**src/rtl/id_ex_stage.sv**
```systemverilog
`default_nettype none
// ============================================================================
// Module   : id_ex_stage
// Purpose  : ID/EX pipeline register with a two-entry skid buffer and flush.
//            Optional stall counter enabled by macro ID_EX_STALL_CNT_EN.
// Revision : 1.0 - initial release
// ============================================================================
module id_ex_stage #(
    parameter int DATA_WIDTH     = 32,
    parameter int REG_ADDR_WIDTH = 5
) (
    input  logic                      clk,
    input  logic                      rst_n,
    input  logic                      flush,
    input  logic                      in_valid,
    output logic                      in_ready,
    input  logic [DATA_WIDTH-1:0]     in_pc,
    input  logic [DATA_WIDTH-1:0]     in_op1,
    input  logic [DATA_WIDTH-1:0]     in_op2,
    input  logic [DATA_WIDTH-1:0]     in_imm,
    input  logic                      in_alu_src,
    input  logic [2:0]                in_alu_ctrl,
    input  logic [REG_ADDR_WIDTH-1:0] in_rd,
    input  logic                      in_reg_write,
    input  logic                      in_mem_write,
    input  logic                      in_branch,
    output logic                      out_valid,
    input  logic                      out_ready,
    output logic [DATA_WIDTH-1:0]     out_pc,
    output logic [DATA_WIDTH-1:0]     out_op1,
    output logic [DATA_WIDTH-1:0]     out_op2,
    output logic [DATA_WIDTH-1:0]     out_imm,
    output logic                      out_alu_src,
    output logic [2:0]                out_alu_ctrl,
    output logic [REG_ADDR_WIDTH-1:0] out_rd,
    output logic                      out_reg_write,
    output logic                      out_mem_write,
`ifdef ID_EX_STALL_CNT_EN
    output logic [31:0]               stall_cnt,
`endif
    output logic                      out_branch
);

    typedef struct packed {
        logic [DATA_WIDTH-1:0]     pc;
        logic [DATA_WIDTH-1:0]     op1;
        logic [DATA_WIDTH-1:0]     op2;
        logic [DATA_WIDTH-1:0]     imm;
        logic                      alu_src;
        logic [2:0]                alu_ctrl;
        logic [REG_ADDR_WIDTH-1:0] rd;
        logic                      reg_write;
        logic                      mem_write;
        logic                      branch;
    } payload_t;

    payload_t r_main;
    payload_t r_skid;
    payload_t w_in;
    logic     r_main_valid;
    logic     r_skid_valid;
    logic     w_accept;
    logic     w_consume;

    assign w_in = '{pc: in_pc, op1: in_op1, op2: in_op2, imm: in_imm,
                    alu_src: in_alu_src, alu_ctrl: in_alu_ctrl, rd: in_rd,
                    reg_write: in_reg_write, mem_write: in_mem_write,
                    branch: in_branch};

    // Ready depends only on state, so downstream stalls never reach decode combinationally.
    assign in_ready  = ~r_skid_valid;
    assign w_accept  = in_valid & in_ready;
    assign w_consume = r_main_valid & out_ready;

    always_ff @(posedge clk or negedge rst_n) begin
        if (!rst_n) begin
            r_main       <= '0;
            r_skid       <= '0;
            r_main_valid <= 1'b0;
            r_skid_valid <= 1'b0;
        end else if (flush) begin
            r_main_valid <= 1'b0;
            r_skid_valid <= 1'b0;
        end else if (r_skid_valid && w_consume) begin
            r_main       <= r_skid;
            r_skid_valid <= 1'b0;
        end else if (!r_main_valid || w_consume) begin
            r_main_valid <= w_accept;
            if (w_accept) begin
                r_main <= w_in;
            end
        end else if (w_accept) begin
            r_skid       <= w_in;
            r_skid_valid <= 1'b1;
        end
    end

    assign out_valid     = r_main_valid;
    assign out_pc        = r_main.pc;
    assign out_op1       = r_main.op1;
    assign out_op2       = r_main.op2;
    assign out_imm       = r_main.imm;
    assign out_alu_src   = r_main.alu_src;
    assign out_alu_ctrl  = r_main.alu_ctrl;
    assign out_rd        = r_main.rd;
    // Side-effecting controls are masked so a bubble can never write state.
    assign out_reg_write = r_main.reg_write & r_main_valid;
    assign out_mem_write = r_main.mem_write & r_main_valid;
    assign out_branch    = r_main.branch    & r_main_valid;

`ifdef ID_EX_STALL_CNT_EN
    logic [31:0] r_stall_cnt;

    always_ff @(posedge clk or negedge rst_n) begin
        if (!rst_n) begin
            r_stall_cnt <= '0;
        end else if (r_main_valid && !out_ready && (r_stall_cnt != 32'hFFFF_FFFF)) begin
            r_stall_cnt <= r_stall_cnt + 32'd1;
        end
    end

    assign stall_cnt = r_stall_cnt;
`endif

endmodule
`default_nettype wire

```
**config.mk**
```make
export PLATFORM = sky130hd
export DESIGN_NAME = id_ex_stage
export DESIGN_NICKNAME = d
export VERILOG_FILES = /design/src/rtl/id_ex_stage.sv
export SDC_FILE = /design/constraint.sdc
export NUM_CORES = 1
export LEC_CHECK = 0
export ABC_AREA = 0
export ABC_CLOCK_PERIOD_IN_PS = 2500
export CORE_MARGIN = 10
export CORE_UTILIZATION = 45
export DETAILED_ROUTE_END_ITERATION = 12
export PLACE_DENSITY = 0.81
export SYNTH_ARGS = -nofsm -noshare
export SYNTH_HDL_FRONTEND = slang
export SYNTH_SLANG_ARGS = --single-unit
export TNS_END_PERCENT = 10
```
**constraint.sdc**
```tcl
create_clock -name clk -period 2.5 [get_ports clk]
set_input_delay 0.375 -clock clk [delete_from_list [all_inputs] [get_ports clk]]
set_output_delay 0.375 -clock clk [all_outputs]
set_load 0.005 [all_outputs]
```
; Word level (Yosys, flattened, before mapping)
; Index checks and enable logic that the tools add are counted.
[totals]
wordCells = 54
ff_bits = 282
[classes]
reduce_logical = 11
n_mux = 10
eq_ne = 2
bitwise_logic = 9
[ops]
columns = operator, count
row1 = 140-bit two-way mux, 3
row2 = 1-bit two-way mux, 7
row3 = 2-bit nonzero test, 3
row4 = 1-bit bitwise AND, 5
row5 = 1-bit NOT, 4
row6 = 2-bit AND reduction, 2
row7 = 4-bit AND reduction, 1
row8 = "3-bit inequality test, second input constant", 1
row9 = 3-bit AND reduction, 1
row10 = 3-bit nonzero test, 1
row11 = "2-bit inequality test, second input constant", 1
row12 = 1-bit logical AND, 1
row13 = 1-bit logical NOT, 1
row14 = 1-bit logical OR, 1

; Depth between registers and ports, before layout
[depth]
ltp_word = 6
ltp_mapped = 6
depth_no_buf = 3

; Worst setup path before layout
; No wires, ideal clock.
[synth_path]
path_kind = reg-to-reg
start = register r_skid_valid
end = register r_main, in the netlist out_alu_ctrl[0]
setup_ps = 125
t_required_ps = 2375
synth_period_minus_slack_ps = 1760
path_stages_with_launch = 6
setup_slack_ps = 740
t_arrival_ps = 1635
cell_sequence = dfrtp_1 nand2b_1 a221oi_2 buf_6 buf_6 mux2_2
[synth_between]
elab_chain_len = 4
elab_cells_between_ends = 7
cone_classes = mux (1) / bitwise (2) / reduce/logical (4)
[synth_lines]
columns = item, line
row1 = start: declaration, 61  ; logic r_skid_valid;
row2 = start signal: assignment, 80  ; r_skid_valid <= 1'b0;
row3 = start signal: assignment, 83  ; r_skid_valid <= 1'b0;
row4 = start signal: assignment, 86  ; r_skid_valid <= 1'b0;
row5 = 1-bit NOT, 71  ; assign in_ready = ~r_skid_valid;
row6 = 1-bit bitwise AND, 72  ; assign w_accept = in_valid & in_ready;
row7 = 2-bit nonzero test (no line), -
row8 = 3-bit AND reduction (no line), -
row9 = end signal: assignment, 85  ; r_main <= r_skid;
row10 = end signal: assignment, 90  ; r_main <= w_in;
row11 = end: declaration, 57  ; payload_t r_main;
; Several ways; a longest one is shown, not always the timed one.
; A chain may end at the register's enable or synchronous reset.

; Final worst setup path
[layout_path]
start = register r_main_valid (netlist: out_valid)
end = output out_reg_write
[layout_between]
elab_chain_len = 1
[layout_lines]
columns = item, line
row1 = start: declaration, 60  ; logic r_main_valid;
row2 = start signal: assignment, 88  ; r_main_valid <= w_accept;
row3 = 1-bit bitwise AND, 107  ; assign out_reg_write = r_main.reg_write & r_main_valid;
row4 = end: declaration, 36  ; output logic out_reg_write,
; No other way between the ends.

==> Implementation_results.wiki <==
{| class="wikitable"
! Metric !! Value
|-
| Max Slew Vio Count || 0
|-
| Post-route insts no fill || 1484
|-
| Top fanout value on the critical path || 11
|-
| CTS max path bufs || 3
|-
| Global-route track usage on met3 || 0.05132
|-
| Crit path cell chain || and2_1 > clkdlybuf4s50_1
|-
| Clock tree from TritonCTS || yes
|-
| Tightest Pin Transition || 599.6 ps
|-
| Met1 usage in global routing || 0.1928
|-
| Total Routed Length || 29130 um
|-
| Number of cell rows || 62
|-
| Post-synthesis area per instance || 14.85 um2
|-
| Period utilization || 0.8877
|-
| All-Layer GR Usage || 0.1536
|-
| Synth Register Bits || 282
|-
| Commonest register cell after synthesis || sky130_fd_sc_hd__dfrtp_1
|-
| Quantity of I/O buffers inserted on ports || 286
|-
| Post-synthesis instance area || 13340 um2
|-
| Sum of negative setup slack || 0 ps
|-
| Cell taking the most area after synthesis || sky130_fd_sc_hd__dfrtp_1
|-
| Most numerous cell in the Yosys netlist || sky130_fd_sc_hd__mux2_2
|-
| Met2 Track Usage GR || 0.2542
|-
| Number of maximum-capacitance constraint violations || 0
|-
| Core Footprint || 29010 um2
|-
| Maximum number of pins on one net before global-route repair || 75
|-
| Share of flip-flops with an asynchronous set or reset || 1.000
|-
| Most crowded layer after global routing || met2
|-
| Antenna violations before repair || 1
|-
| Reg2Reg Setup Slack || 380 ps
|-
| Per-cell via count in the routed design || 4.972
|-
| Post-synth top cells || sky130_fd_sc_hd__mux2_2 (320), sky130_fd_sc_hd__dfrtp_1 (282), sky130_fd_sc_hd__buf_4 (137)
|-
| Maximum VDD drop || 0.0005475 V
|-
| Number of remaining DRC errors || 0
|-
| Number of flops mapped to enable cells by yosys || 0
|-
| Status || complete, no violations
|-
| Number of global-route vias before repair || 8163
|-
| Wire length per cell || 19.63 um
|-
| Placer Congestion || 0.7935
|-
| Kind of path behind the tightest hold check || in -> async
|-
| Number of buffers added by the clock tree synthesis step || 30
|-
| Clock Sink Count || 282
|-
| Fillers || 2293
|-
| Area growth syn-to-layout || 26.02%
|-
| Total Power || 13.43 mW
|-
| Critical path's top delay family || flip-flops
|-
| Leak Pwr || 7.063 nW
|-
| Number of instances in the synthesized netlist || 898
|-
| Max Clock Skew || 11.01 ps
|-
| Final count of negative-setup-slack endpoints || 0
|-
| Required time of the critical path || 2120 ps
|-
| Final hold viol count || 0
|-
| Count of nets after finishing || 1223
|-
| Count of cells along the worst register-to-register path || 5
|-
| Launch instance of the worst register-to-register path || r_skid_valid
|-
| Global-route wire length before repair || 45850 um
|-
| Final critical path time including I/O delays and setup || 2219 ps
|-
| Clk_lat worst skew || 540 ps
|-
| CP arrival || 1840 ps
|-
| Slew margin rel. || 0.6003
|-
| Post-route ant nets || 0
|-
| Yosys warning count || 0
|-
| DRT iter0 DRCs || 203
|-
| Vias || 7378
|-
| Count of cell types in the netlist || 17
|-
| CTS H-tree lvls || 1
|-
| Top post-synthesis cells by area || sky130_fd_sc_hd__dfrtp_1 (53%), sky130_fd_sc_hd__mux2_2 (27%), sky130_fd_sc_hd__mux2_1 (8.4%), sky130_fd_sc_hd__buf_4 (7.7%), sky130_fd_sc_hd__buf_6 (2.7%)
|-
| Number of placed cells counting well taps || 1429
|-
| Post CTS Setup Buffer Count || 0
|-
| Area fraction of the dominant cell type after synthesis || 0.5291
|-
| Number of inserted diodes || 0
|-
| Setup Crit Path Kind || reg -> out
|-
| DRT Pass-1 Iters || 4
|-
| Critical path's largest stage delay || 580 ps
|-
| Boundary pin count || 287
|-
| Number of buffers and inverters on the critical path || 1
|-
| Cell at the root of the clock tree || sky130_fd_sc_hd__clkbuf_16
|-
| Syn nets || 1043
|-
| Ratio of total power to cell area || 799.3 nW/um2
|-
| Share of final-layout standard cells stronger than drive strength 1 || 0.3764
|-
| Reg-to-reg critical path endpoint || r_skid[66]
|-
| Area of the die || 36930 um2
|-
| Seq/Total Area, Yosys || 0.5291
|-
| Critical Path End Type || output pin
|-
| Unrepaired setup endpoints after global routing || false
|-
| Initial standard-cell utilization of the core || 0.4597
|-
| Worst hold slack across all endpoints || 432.5 ps
|-
| Fmax || 0.4506 GHz
|-
| Cell type of the slowest stage on the worst timing path || sky130_fd_sc_hd__dfrtp_1
|-
| Startpoint Class || flip-flop
|-
| Overflow after GRT || 0
|-
| Die H || 192.2 um
|-
| HPWL Detailed || 20910 um
|-
| Clock slew at the register clock pins of the worst setup and hold paths || 60 ps
|-
| Chip Width || 192.2 um
|}
-- kinds of logic (layout without fill, tap and decap cells) --
kind of cell	count (synthesis)	in the layout	synth area share
buffers and inverters	184	386	0.1092
AOI/OAI and AO/OA	5	5	0.002814
muxes	420	420	0.3546
DFF	282	282	0.5291
and+or+nand+nor	7	7	0.004315
-- registers in the layout, summed over array words and instances (netlist names) --
register,cells
out_imm,32
out_alu_ctrl,3
out_pc,32
r_main,3
out_valid,1
out_rd,5
r_skid,140
out_alu_src,1
out_op2,32
r_skid_valid,1
out_op1,32
-- layout by cell type, fill, tap and decap left out --
cell type / count
sky130_fd_sc_hd__buf_12: 19
sky130_fd_sc_hd__nand2_1: 1
sky130_fd_sc_hd__dlygate4sd3_1: 1
sky130_fd_sc_hd__nor4b_4: 1
sky130_fd_sc_hd__bufinv_16: 1
sky130_fd_sc_hd__buf_4: 24
sky130_fd_sc_hd__mux2_1: 100
sky130_fd_sc_hd__clkinvlp_4: 2
sky130_fd_sc_hd__clkinv_2: 5
sky130_fd_sc_hd__mux2_2: 320
sky130_fd_sc_hd__buf_8: 1
sky130_fd_sc_hd__and2_1: 3
sky130_fd_sc_hd__nand2b_1: 1
sky130_fd_sc_hd__clkbuf_1: 7
sky130_fd_sc_hd__clkbuf_16: 31
sky130_fd_sc_hd__nand3_4: 1
sky130_fd_sc_hd__a21oi_1: 2
sky130_fd_sc_hd__clkdlybuf4s50_1: 285
sky130_fd_sc_hd__inv_1: 2
sky130_fd_sc_hd__clkinv_4: 1
sky130_fd_sc_hd__a211oi_1: 1
sky130_fd_sc_hd__a221oi_4: 1
sky130_fd_sc_hd__dfrtp_1: 282
sky130_fd_sc_hd__o21ai_0: 1
sky130_fd_sc_hd__clkbuf_8: 7
-- through the flow --
| step | utilization | worst slack [ps] | instance area, um2 |
|---|---|---|---|
| floorplan | - | 740.1 | 13340 |
| CTS | 0.5794 | 237.9 | 16810 |
| global placement | 0.5453 | 151.2 | 15820 |
| finish | 0.5794 | 280.8 | 16810 |
| detailed placement | 0.5453 | 101.9 | 15820 |
| global route | 0.5794 | 178.2 | 16810 |
-- metal layers --
metal | vias to the layer above | wire length [um]
met5 | - | 8
met4 | 2 | 482
met3 | 37 | 2330
met2 | 198 | 13880
met1 | 3761 | 12430
li1 | 3380 | -
-- cell type report --
cell class	instances	area, um2	share of cell area
sequential	282	7057	0.4198
multi-input combinational	432	4848	0.2884
timing repair buffer	330	3438	0.2046
clock buffer	45	898.4	0.05345
tap	384	480.5	0.02858
clock inverter	9	78.83	0.004690
inverter	2	7.507	0.0004466
-- what timing repair did --
item                       CTS  global route
hold buffers                 1             0
setup endpoints to repair    0             0
hold endpoints to repair    65             0
resized for setup            0             0
-- worst max-delay path by stage --
stage | start | slack [ps] | endpoint | cells after the start
6_report | out_valid | 280 | out_reg_write | 2
5_1_grt | out_valid | 180 | out_reg_write | 2
4_1_cts | out_valid | 240 | out_reg_write | 2
3_5_place_dp | in_valid | 100 | r_skid[66] | 6
3_3_place_gp | in_valid | 150 | r_skid[49] | 6
2_1_floorplan | r_skid_valid | 740 | out_alu_ctrl[0] | 5
-- power breakdown --
group          internal, mW  switching [mW]
Combinational          1.94           0.884
Clock                  2.57            1.76
Sequential             5.69           0.590
Total                  10.2            3.24
(Power assumes the default switching activity.)
